### src/rtl/seq1001_pkg.sv
// Shared types and constants for the overlapping "1001" Moore detector.
package seq1001_pkg;

   localparam int unsigned STATE_W = 3;
   localparam int unsigned PAT_W   = 4;

   // Target sequence, oldest bit in the MSB.
   localparam logic [PAT_W-1:0] PATTERN = 4'b1001;

   typedef enum logic [STATE_W-1:0] {
      IDLE   = 3'd0,
      S1     = 3'd1,
      S10    = 3'd2,
      S100   = 3'd3,
      DETECT = 3'd4
   } state_e;

endpackage : seq1001_pkg

### src/rtl/sat_counter.sv
// Saturating up-counter with increment-enable and async active-low clear.
module sat_counter #(
   parameter int unsigned W = 8
) (
   input  logic         clk,
   input  logic         rst_n,
   input  logic         inc,
   output logic [W-1:0] cnt
);

   localparam logic [W-1:0] CNT_MAX = {W{1'b1}};

   // Holds at all-ones instead of wrapping.
   always_ff @(posedge clk or negedge rst_n) begin
      if (!rst_n) begin
         cnt <= '0;
      end else if (inc && (cnt != CNT_MAX)) begin
         cnt <= cnt + W'(1);
      end
   end

endmodule : sat_counter

### src/rtl/seq_detector_1001_moore_1bit_overlapping.sv
// Moore detector for "1001" with one-bit overlap; optional detection counter
// enabled by defining SEQ1001_DETCNT_EN (otherwise det_cnt is tied to 0).
module seq_detector_1001_moore_1bit_overlapping
   import seq1001_pkg::*;
#(
   parameter int unsigned CNT_W = 8
) (
   input  logic             clk,
   input  logic             rst,
   input  logic             din,
   output logic             dout,
   output logic [CNT_W-1:0] det_cnt
);

   state_e state;
   state_e state_next;
   logic   din_one;

   // Anything other than a clean 1 (including X/Z) is taken as 0.
   assign din_one = (din === 1'b1);

   always_ff @(posedge clk or negedge rst) begin
      if (!rst) begin
         state <= IDLE;
      end else begin
         state <= state_next;
      end
   end

   // DETECT behaves like S1 so the trailing 1 starts the next match.
   always_comb begin
      state_next = IDLE;
      case (state)
         IDLE:        state_next = (din_one == PATTERN[3]) ? S1     : IDLE;
         S1, DETECT:  state_next = (din_one == PATTERN[2]) ? S10    : S1;
         S10:         state_next = (din_one == PATTERN[1]) ? S100   : S1;
         S100:        state_next = (din_one == PATTERN[0]) ? DETECT : IDLE;
         default:     state_next = IDLE;
      endcase
   end

   assign dout = (state == DETECT);

`ifdef SEQ1001_DETCNT_EN
   logic cnt_inc;

   // Count on the edge that enters DETECT, so det_cnt moves with dout.
   assign cnt_inc = (state_next == DETECT) && (state != DETECT);

   sat_counter #(
      .W (CNT_W)
   ) u_det_cnt (
      .clk   (clk),
      .rst_n (rst),
      .inc   (cnt_inc),
      .cnt   (det_cnt)
   );
`else
   assign det_cnt = CNT_W'(0);
`endif

endmodule : seq_detector_1001_moore_1bit_overlapping

### config.mk
export PLATFORM = sky130hd
export DESIGN_NAME = seq_detector_1001_moore_1bit_overlapping
export DESIGN_NICKNAME = d
export VERILOG_FILES = /design/src/rtl/seq1001_pkg.sv /design/src/rtl/sat_counter.sv /design/src/rtl/seq_detector_1001_moore_1bit_overlapping.sv
export SDC_FILE = /design/constraint.sdc
export NUM_CORES = 1
export LEC_CHECK = 0
export CORE_AREA = 2 2 39 41
export DETAILED_ROUTE_END_ITERATION = 10
export DIE_AREA = 0 0 41 43
export GPL_TIMING_DRIVEN = 0
export PLACE_DENSITY = 0.37
export SYNTH_ARGS = -nofsm -noshare
export SYNTH_HDL_FRONTEND = slang
export SYNTH_HIERARCHICAL = 1
export SYNTH_SLANG_ARGS = --single-unit
### constraint.sdc
create_clock -name clk -period 2.16 [get_ports clk]
set_input_delay 0.648 -clock clk [delete_from_list [all_inputs] [get_ports clk]]
set_output_delay 0.648 -clock clk [all_outputs]
set_load 0.02 [all_outputs]
======== Word level (Yosys, flattened, before mapping) ========
Index checks and enable logic that the tools add are counted.
word-level totals
  bits in registers ....................... 3
  bits in latches ......................... 0
  RAM bits ................................ 0
  bits in read-only memories .............. 0
  bits of input ports ..................... 3
  output and inout bits ................... 9
  logic and storage cells ................. 13
  memories kept ........................... 0
operators by class
  add/sub/neg operators ................... 0
  $mul .................................... 0
  div/mod/pow operators ................... 0
  order comparisons ....................... 0
  eq/ne operators ......................... 5
  shift operators ......................... 0
  muxes and demuxes ....................... 5
  bitwise logic cells ..................... 0
  reduce and logical (&&, ||, !) cells .... 2
operators with widths
  operator                                                         count
  3-bit one-hot mux with 4 select lines                            1
  3-bit by 2-bit == test with 1-bit output, second input constant  2
  2-bit 2-to-1 mux                                                 2
  3-bit by 1-bit == test with 1-bit output, second input constant  1
  3-bit == test, second input constant                             1
  3-bit zero test                                                  1
  3-bit 2-to-1 mux                                                 1
  2-bit OR reduction                                               1
  1-bit case equality test, second input constant                  1
  1-bit 2-to-1 mux                                                 1

======== Depth between registers and ports, before layout ========
Gate-level depths: netlist (run 1).
  depth after elaboration ................. 3
  mapped depth ............................ 4

======== Worst setup path before layout (run 1) ========
OpenSTA, ideal clock, no wires.
  path type ............................... register -> output
  start point ............................. register state[1]
  end point ............................... output dout
  data arrival time ....................... 979 ps
  data required time ...................... 1512 ps
  slack ................................... 533 ps
  cell stages (with the launch flop) ...... 3
  buffers on the path ..................... 1
  path through ............................ dfrtp_1 buf_2 nor3_1
between the ends
  cells in the longest elaborated chain, start to end .. 1
RTL lines
  what                    line                                            source
  from (decl)             seq_detector_1001_moore_1bit_overlapping.sv:15  state_e state;
  from (signal assigned)  seq_detector_1001_moore_1bit_overlapping.sv:26  state <= state_next;
  3-bit == test           seq_detector_1001_moore_1bit_overlapping.sv:42  assign dout = (state == DETECT);
  to (decl)               seq_detector_1001_moore_1bit_overlapping.sv:11  output logic dout,
Every way passes these cells.

======== Final worst setup path (run 1) ========
Same ends and word-level chain as after synthesis.

==> results of run 1 <==
area by class of cell:
cell class	count	area, um2
buffer	9	65.06
clock buffer	4	26.28
fill	169	1077
inverter	1	3.754
multi-input combinational	18	87.58
sequential	3	75.07
tap	16	20.02
timing repair buffer	3	28.78
kinds of logic (layout without fill, tap and decap cells):
logic type,after synthesis,after routing,synth area share (%)
and+or+nand+nor,6,6,12.20
xor gates and xnor gates,1,1,4.269
other,1,8,1.828
DFF,3,3,36.58
AOI/OAI and AO/OA,2,2,6.711
muxes,1,1,4.878
buffers and inverters,10,17,33.53
timing repair:
action | in CTS | in global routing
buffers inserted | 0 | 0
endpoints found under the setup margin | 1 | 0
resized for setup | 1 | 0
layer usage:
metal,vias up,track usage [%],share of wire [%]
met1,78,3.871,29
met4,0,10.00,0
met5,-,0,0
met3,0,4.712,3.9
li1,87,-,-
met2,3,9.688,67
report_power, final:
group          switching, mW  internal (mW)
sequential            0.0180         0.0782
combinational         0.0575         0.0497
clock                 0.0292         0.0692
total                  0.105          0.197
Yosys cell counts:
library cell,number
buf_2,1
buf_4,8
conb_1,1
dfrtp_1,3
inv_1,1
mux2i_1,1
nand2_1,2
nor2_1,2
nor3_1,2
o21a_1,1
o22ai_1,1
xor2_1,1
path summary, 6_finish.rpt:
kind	endpoint	slack, ns	cells after the start
max in group asynchronous	state[0]	1.42	1
worst min register to register	state[0]	0.56	1
worst min-delay path	state[0]	0.56	1
worst max-delay path	dout	0.26	3
min in group asynchronous	state[2]	0.60	1
worst max register to register	state[1]	1.21	4
cell usage in the layout (no fill, tap or decap), types with 2 or more instances in the layout:
master,instances
conb_1,8
nor2_1,2
nand2_1,2
nor3_1,2
clkbuf_4,3
buf_4,8
dfrtp_1,3
clkdlybuf4s50_1,2
through the flow:
stage,utilization [%],instances,cell area (um2)
finish,22.15,54,306.5
global route,22.15,54,306.5
CTS,22.15,54,306.5
detailed placement,20.34,50,281.5
global placement,20.34,50,281.5
floorplan,-,31,231.5
worst register-to-register path: cells and delay by family, from the launching register on:
family                 cells  cell delay (ns)
flip-flops                 1             0.35
AND/OR/NAND/NOR            2             0.21
XOR/XNOR                   1             0.16
buffers and inverters      1             0.15
==> reports/metrics.yaml, run 1 <==
placed_design:
  preCtsSetupSlack_ns: 0.1947
  globalplace.congestion: 0.6674
  numPortBuffers: 3
  dp_hpwl_um: 313.3
clock_tree:
  ctsHtreeMaxLevel: 1
  cts-hold-fix-buffers: 0
  clockBufferDepth: 2
  clk_pin_slew_ns: 0.04
  tritoncts: "done"
  cts-root-buf: "clkbuf_4"
  insertion_delay_ns: 0.23
  numCtsBuffers: 3
  cts_sinks: 3
logic_synthesis:
  ys_seq_elements: 3
  yosysWarnings: 6
  syn-mean-instance-area_um2: 8.550
  synth.distinct_cells: 12
  yosys.area.top_type: "dfrtp_1"
  netlist_area_um2: 205.2
  synth_area_leaders: "dfrtp_1, buf_4, mux2i_1, nor3_1, xor2_1"
  seq_area_frac_synth_pct: 36.59
  synth_cells: 24
  synth_top_area_share_pct: 36.59
global_route:
  grt_pass1_vias: 170
  grtUsageTotal_pct: 6.734
  grt_max_degree: 7
  grt_pass1_wl_um: 655
  overflow: 0
  antenna_found_initial: 0
critical_path:
  crit_path_top_delay_cell: "dlygate4sd2_1"
  crit_arrival_ns: 1.25
  start_kind: "flip-flop"
  crit_path_end_kind: "primary output"
  r2r_start: "state[1]"
  crit_fanout: 6
  critPathLaunch: "state[1]"
  required_ns: 1.51
  cp_top_family: "buffers and inverters"
  critPathMaxStageDelay_ns: 0.36
  worstSetupPathType: "reg2out"
  path_cells: "buf_2 -> nor3_1 -> dlygate4sd2_1"
  crit_buf_inv: 2
timing:
  finalSetupViolCount: 0
  finalSetupTns_ns: 0
  hold_slack_ns: 0.5571
  post-route-period-util_pct: 87.82
  setup_ws_ns: 0.2632
  hold_violations: 0
  rsz0062_at_grt: "false"
  slew_viol_final: 0
  post-route-min-period_ns: 1.897
  max_freq_ghz: 0.5272
  fin_skew_ns: 0.001343
outcome:
  status: "complete, no violations"
final_layout:
  area_growth_pct: 49.39
  largest_reg_flops: 3
  top_regs: "state x3"
  drive_gt1_share_pct: 31.58
  layout.nets: 42
  diodes: 0
  top_register: "state"
die:
  fp.dieArea_um2: 1763
  rows: 14
  die_w_um: 41
  ios: 12
  core_um2: 1384
  fp.dieH_um: 43
  initial_core_util_pct: 14.83
job:
  drv_cap: 0
power_and_ir_drop:
  power.leakage_nw: 0.1701
  p_per_area_nw_per_um2: 984.8
  power_uw: 301.9
  ir_worst_vdd_mv: 0.2454
min_path:
  hp-class: "reg2reg"
  min_from: "state[0]"
drt:
  postRouteAntennaNets: 0
  drt_pass1_iterations: 2
  vias_per_cell: 3.111
  wl_um: 388
  num_vias: 168
  drt-initial-drc-count: 2
  wl_per_cell_um: 7.185
  drc: 0
No activity file was read; power rests on OpenSTA's default activity.
==> run 2, diff against run 1 <==
--- a/config.mk
+++ b/config.mk
@@ -5,10 +5,12 @@
 export SDC_FILE = /design/constraint.sdc
 export NUM_CORES = 1
 export LEC_CHECK = 0
+export ABC_AREA = 1
 export CORE_AREA = 2 2 39 41
 export DETAILED_ROUTE_END_ITERATION = 10
 export DIE_AREA = 0 0 41 43
 export GPL_TIMING_DRIVEN = 0
+export HOLD_SLACK_MARGIN = 0.06
 export PLACE_DENSITY = 0.37
 export SYNTH_ARGS = -nofsm -noshare
 export SYNTH_HDL_FRONTEND = slang
==> run 2 against run 1 <==
Compared with the run above:
- final area grew 1.2%
- sequential share of layout area decreased by 0.30 points
- synthesized cell count grew 17%
- non-clock buffer count shrank 1
- clock power is 0.4% lower
- power fell by 14%
- combinational power is 30% lower
- clock skew fell by 0.00069 ns
- cell count rose by 7.4%
- critical endpoint unchanged
- highest routed layer is now met4
==> reports/metrics.yaml, run 2 <==
critical_path:
  crit_arrival_ns: 1.07  # was 1.25 ns
  worstSetupPathType: "reg2out"  # unchanged
  crit_path_end_kind: "primary output"  # unchanged
  start_kind: "flip-flop"  # unchanged
  required_ns: 1.51  # about the same
  crit_fanout: 4  # was 6
logic_synthesis:
  synthArstFlopShare_pct: 100.0  # unchanged
  seq_area_frac_synth_pct: 36.59  # unchanged
  yosys.area.top_type: "dfrtp_1"  # unchanged
  synth.distinct_cells: 11  # was 12
  synth_area_leaders: "dfrtp_1, buf_4, nand2_1, nor2_1, nand3_1"  # was dfrtp_1, buf_4, mux2i_1, nor3_1, xor2_1
  netlist_area_um2: 205.2  # unchanged
  ys_seq_elements: 3  # unchanged
  synth_top_area_share_pct: 36.59  # unchanged
  syn-mean-instance-area_um2: 7.328  # was 8.550 um2
  yosysWarnings: 6  # unchanged
  synth_commonest_cells: "buf_4, nand2_1, dfrtp_1, nor2_1"  # was buf_4, dfrtp_1, nand2_1, nor2_1, nor3_1
  synth_cells: 28  # was 24
  synth_edf_count: 0  # unchanged
  synth_most_common_cell: "buf_4"  # unchanged
  synthFlopType: "dfrtp_1"  # unchanged
clock_tree:
  ctsHtreeMaxLevel: 1  # unchanged
  clk_pin_slew_ns: 0.04  # about the same
  cts_resized: 0  # was 1
  cts_setup_buffers: 0  # unchanged
  clockBufferDepth: 2  # unchanged
  numCtsBuffers: 3  # unchanged
  cts-hold-fix-buffers: 0  # unchanged
  insertion_delay_ns: 0.23  # about the same
  cts_sinks: 3  # unchanged
  cts-root-buf: "clkbuf_4"  # unchanged
  tritoncts: "done"  # unchanged
final_layout:
  largest_reg_flops: 3  # unchanged
  most-common-layout-cells: "buf_4, conb_1, nand2_1"  # was buf_4, conb_1, clkbuf_4, dfrtp_1
  drive_gt1_share_pct: 28.57  # was 31.58%
  top_register: "state"  # unchanged
  layout.nets: 46  # was 42
  diodes: 0  # unchanged
  top_regs: "state x3"  # unchanged
  area_growth_pct: 51.22  # was 49.39%
  multiInputGateArea_um2: 85.08  # was 87.58 um2
  fillers: 147  # was 169
  ff_latch_area_um2: 75.07  # unchanged
global_route:
  grt_pass1_wl_um: 552  # was 655 um
  antenna_found_initial: 0  # unchanged
  grt_max_degree: 6  # was 7
  overflow: 0  # unchanged
  grtUsageTotal_pct: 5.539  # was 6.734%
  grt_pass1_vias: 144  # was 170
timing:
  finalSetupTns_ns: 0  # unchanged
  max_freq_ghz: 0.5824  # was 0.5272 GHz
  post-route-min-period_ns: 1.717  # was 1.897 ns
  post-route-period-util_pct: 79.49  # was 87.82%
  fin_skew_ns: 0.0006501  # was 0.001343 ns
  rsz0062_at_grt: "false"  # unchanged
  hold_violations: 0  # unchanged
  setup_ws_ns: 0.4431  # was 0.2632 ns
  slew_viol_final: 0  # unchanged
  finalSetupViolCount: 0  # unchanged
power_and_ir_drop:
  power_uw: 258.1  # was 301.9 uW
  power_frac_seq_pct: 33.1  # was 31.9%
  swShare_pct: 33.68  # was 34.70%
  p_comb_share_pct: 29.0  # was 35.5%
  p_clk_share_pct: 37.9  # was 32.6%
  power_switching_uw: 86.94  # was 104.8 uW
  p_per_area_nw_per_um2: 831.9  # was 984.8 nW/um2
  ir_worst_vdd_mv: 0.2830  # was 0.2454 mV
  power.leakage_nw: 0.1886  # was 0.1701 nW
  internal_power_uw: 171.2  # was 197.1 uW
outcome:
  status: "complete, no violations"  # unchanged
drt:
  num_vias: 169  # was 168
  wl_um: 324  # was 388 um
  postRouteAntennaNets: 0  # unchanged
  vias_per_cell: 2.914  # was 3.111
  wl_per_cell_um: 5.586  # was 7.185 um
  drc: 0  # unchanged
  drt-initial-drc-count: 1  # was 2
  drt_pass1_iterations: 2  # unchanged
die:
  ios: 12  # unchanged
  initial_core_util_pct: 14.83  # unchanged
  fp.dieH_um: 43  # unchanged
  fp.dieArea_um2: 1763  # unchanged
  rows: 14  # unchanged
  die_w_um: 41  # unchanged
  core_um2: 1384  # unchanged
job:
  drv_cap: 0  # unchanged
placed_design:
  preCtsSetupSlack_ns: 0.2942  # was 0.1947 ns
  numPortBuffers: 3  # unchanged
  globalplace.congestion: 0.6170  # was 0.6674
min_path:
  hp-class: "reg2reg"  # unchanged
-- run 2: final cells by class --
type	instances	area share, %
clock buffer	4	8.468
inverter	3	3.629
tap	16	6.452
multi-input combinational	21	27.42
sequential	3	24.19
timing repair buffer	3	10.48
buffer	8	19.35
-- run 2: power groups by stage --
stage / Combinational (mW) / Clock (mW) / Sequential (mW)
2_1_floorplan: 0.0611 / 0 / 0.0834
3_3_place_gp: 0.0754 / 0 / 0.0868
3_5_place_dp: 0.0752 / 0 / 0.0859
4_1_cts: 0.0754 / 0.105 / 0.0852
5_1_grt: 0.0869 / 0.112 / 0.0888
6_report: 0.0748 / 0.0980 / 0.0854
-- run 2: critical path, cell delays in order, from the launching register on --
cell	delay, ns
dfrtp_1	0.40
inv_2	0.08
nand2_1	0.06
nor2_1	0.07
dlymetal6s2s_1	0.22
-- run 2: worst paths after layout --
check / start / to / slack [ns] / cells after the start
max: state[0] / dout / 0.44 / 4
min: state[1] / state[0] / 0.54 / 2
max reg2reg: state[0] / state[1] / 1.34 / 3
min reg2reg: state[1] / state[0] / 0.54 / 2
max in group asynchronous: rst / state[1] / 1.43 / 1
min in group asynchronous: rst / state[2] / 0.59 / 1
-- run 2: kinds of logic after synthesis --
logic type             share of synthesized area (%)
other                                          1.828
and+or+nand+nor                                21.95
DFF                                            36.58
AOI/OAI and AO/OA                              4.873
buffers and inverters                          34.76
-- run 2: metal layers --
| layer | vias to the layer above | global-route usage (%) | wire [um] |
|---|---|---|---|
| li1 | 96 | - | - |
| met1 | 62 | 5.844 | 139 |
| met2 | 9 | 5.938 | 123 |
| met3 | 2 | 3.141 | 47 |
| met4 | 0 | 8.000 | 14 |
| met5 | - | 0 | 0 |
-- run 2: metrics by stage --
step | util, % | cell area, um2 | cells | hold slack, ns
floorplan | - | 231.5 | 35 | 0.3524
global route | 22.42 | 310.3 | 58 | 0.5914
global placement | 20.34 | 281.5 | 54 | 0.5364
finish | 22.42 | 310.3 | 58 | 0.5353
detailed placement | 20.34 | 281.5 | 54 | 0.5292
CTS | 22.24 | 307.8 | 58 | 0.5362
==> run 3, diff against run 2 <==
==> constraint.sdc (replaced) <==
create_clock -name clk -period 1.64 [get_ports clk]
set_input_delay 0.492 -clock clk [delete_from_list [all_inputs] [get_ports clk]]
set_output_delay 0.492 -clock clk [all_outputs]
set_load 0.02 [all_outputs]
==> run 3 against run 2 <==
Compared with the run above:
- sequential cell count unchanged
- core utilization shrank 0.54 points
- clock power is 32% higher
- via count is the same
- die area unchanged
- first-iteration DRC count unchanged
- clock skew stayed put
- power rose by 31%
- largest power group unchanged
==> reports/metrics.yaml, run 3 (synthesis results as in run 2) <==
die:
  rows: 14  # unchanged
  ios: 12  # unchanged
  initial_core_util_pct: 14.83  # unchanged
  fp.dieArea_um2: 1763  # unchanged
  die_w_um: 41  # unchanged
  fp.dieH_um: 43  # unchanged
  core_um2: 1384  # unchanged
timing:
  hold_slack_ns: 0.4380  # was 0.5353 ns
  rsz0062_at_grt: "false"  # unchanged
  fin_skew_ns: 0.0006501  # unchanged
  hold_violations: 0  # unchanged
  post-route-min-period_ns: 1.500
  slew_viol_final: 0  # unchanged
  max_freq_ghz: 0.6668
  finalSetupViolCount: 0  # unchanged
  post-route-period-util_pct: 91.44
critical_path:
  crit_buf_inv: 2  # unchanged
  required_ns: 1.15  # was 1.51 ns
  start_kind: "flip-flop"  # unchanged
  crit_fanout: 4  # unchanged
  crit_path_end_kind: "primary output"  # unchanged
  critPathMaxStageDelay_ns: 0.40  # about the same
  r2r.worst_path.cells: 3  # unchanged
  cp_top_family: "flip-flops"  # unchanged
  crit_arrival_ns: 1.01  # was 1.07 ns
  worst-path-stages: 4  # unchanged
  path_cells: "inv_2 -> nand2_1 -> nor2_1 -> buf_2"  # was inv_2 -> nand2_1 -> nor2_1 -> dlymetal6s2s_1
  crit_path_top_delay_cell: "dfrtp_1"  # unchanged
  worstSetupPathType: "reg2out"  # unchanged
power_and_ir_drop:
  p_comb_share_pct: 28.7  # was 29.0%
  internal_power_uw: 224.1  # was 171.2 uW
  p_per_area_nw_per_um2: 1118  # was 831.9 nW/um2
  power.leakage_nw: 0.1724  # was 0.1886 nW
  power_switching_uw: 114.5  # was 86.94 uW
  power_frac_seq_pct: 33.2  # was 33.1%
  power_uw: 338.6  # was 258.1 uW
  p_clk_share_pct: 38.1  # was 37.9%
  swShare_pct: 33.82  # was 33.68%
  ir_worst_vdd_mv: 0.3708  # was 0.2830 mV
final_layout:
  final_core_util_pct: 21.88  # was 22.42%
  most-common-layout-cells: "buf_4, conb_1, nand2_1"  # unchanged
  top_regs: "state x3"  # unchanged
  top_register: "state"  # unchanged
  layout.nets: 46  # unchanged
  final_area_um2: 302.8  # was 310.3 um2
  largest_reg_flops: 3  # unchanged
  diodes: 0  # unchanged
  area_growth_pct: 47.56  # was 51.22%
  drive_gt1_share_pct: 30.95  # was 28.57%
job:
  drv_cap: 0  # unchanged
clock_tree:
  cts-hold-fix-buffers: 0  # unchanged
  cts-root-buf: "clkbuf_4"  # unchanged
  cts_setup_buffers: 0  # unchanged
  tritoncts: "done"  # unchanged
  cts_sinks: 3  # unchanged
  ctsHtreeMaxLevel: 1  # unchanged
  insertion_delay_ns: 0.23  # about the same
  clk_pin_slew_ns: 0.04  # about the same
  clockBufferDepth: 2  # unchanged
  numCtsBuffers: 3  # unchanged
placed_design:
  place_area_um2: 281.5  # unchanged
  numPortBuffers: 3  # unchanged
  globalplace.congestion: 0.6170  # unchanged
drt:
  postRouteAntennaNets: 0  # unchanged
  drc: 0  # unchanged
  drt-initial-drc-count: 1  # unchanged
  num_vias: 169  # unchanged
  wl_um: 325  # was 324 um
  vias_per_cell: 2.914  # unchanged
  wl_per_cell_um: 5.603  # was 5.586 um
  drt_pass1_iterations: 2  # unchanged
global_route:
  grtUsageTotal_pct: 5.539  # unchanged
  overflow: 0  # unchanged
  grt_pass1_wl_um: 552  # unchanged
  antenna_found_initial: 0  # unchanged
  grt_pass1_vias: 144  # unchanged
  grt_max_degree: 6  # unchanged
min_path:
  hp-class: "in2async"  # was reg2reg
outcome:
  status: "complete, no violations"  # unchanged
==> run 3: changes by cell type in the layout (fill, tap and decap cells not counted) <==
cell / change
dlymetal6s2s_1: -1
buf_2: +1
==> run 3: metal layers <==
layer,GRT usage [%],up-vias,share of wire [%]
met5,0,-,0
met4,8.000,0,4.3
met3,3.141,2,11
met2,5.938,9,38
met1,5.844,62,47
li1,-,96,-
==> run 3: layout make-up <==
| cell class | count | area [um2] |
|---|---|---|
| inverter | 3 | 11.26 |
| tap | 16 | 20.02 |
| sequential | 3 | 75.07 |
| fill | 149 | 1081 |
| timing repair buffer | 3 | 25.02 |
| multi-input combinational | 21 | 85.08 |
| buffer | 8 | 60.06 |
| clock buffer | 4 | 26.28 |
==> run 3: path summary, 6_finish.rpt <==
kind,end,startpoint,slack [ns]
max in group asynchronous,state[1],rst,1.07
min in group clk,state[0],state[1],0.54
min,state[2],rst,0.44
min reg2reg,state[0],state[1],0.54
max,dout,state[0],0.14
max reg2reg,state[1],state[0],0.82
==> run 3: power groups by stage <==
stage	Combinational [mW]	Sequential, mW	Clock, mW
2_1_floorplan	0.0805	0.110	0
3_3_place_gp	0.0993	0.114	0
3_5_place_dp	0.0991	0.113	0
4_1_cts	0.0988	0.112	0.138
5_1_grt	0.113	0.117	0.148
6_report	0.0971	0.112	0.129
==> run 3: repair_timing <==
item,4_1_cts,5_1_grt
resized for setup,3,1
endpoints found under the hold margin,0,0
endpoints found under the setup margin,1,1
==> run 3: per-stage QoR <==
| stage | cells | worst slack, ns | setup TNS (ns) |
|---|---|---|---|
| 3_3_place_gp | 54 | -0.07974 | -0.07974 |
| 6_report | 58 | 0.1403 | 0 |
| 4_1_cts | 58 | 0.01700 | 0 |
| 2_1_floorplan | 35 | 0.3573 | 0 |
| 3_5_place_dp | 54 | -0.06984 | -0.06984 |
| 5_1_grt | 58 | 0.05744 | 0 |
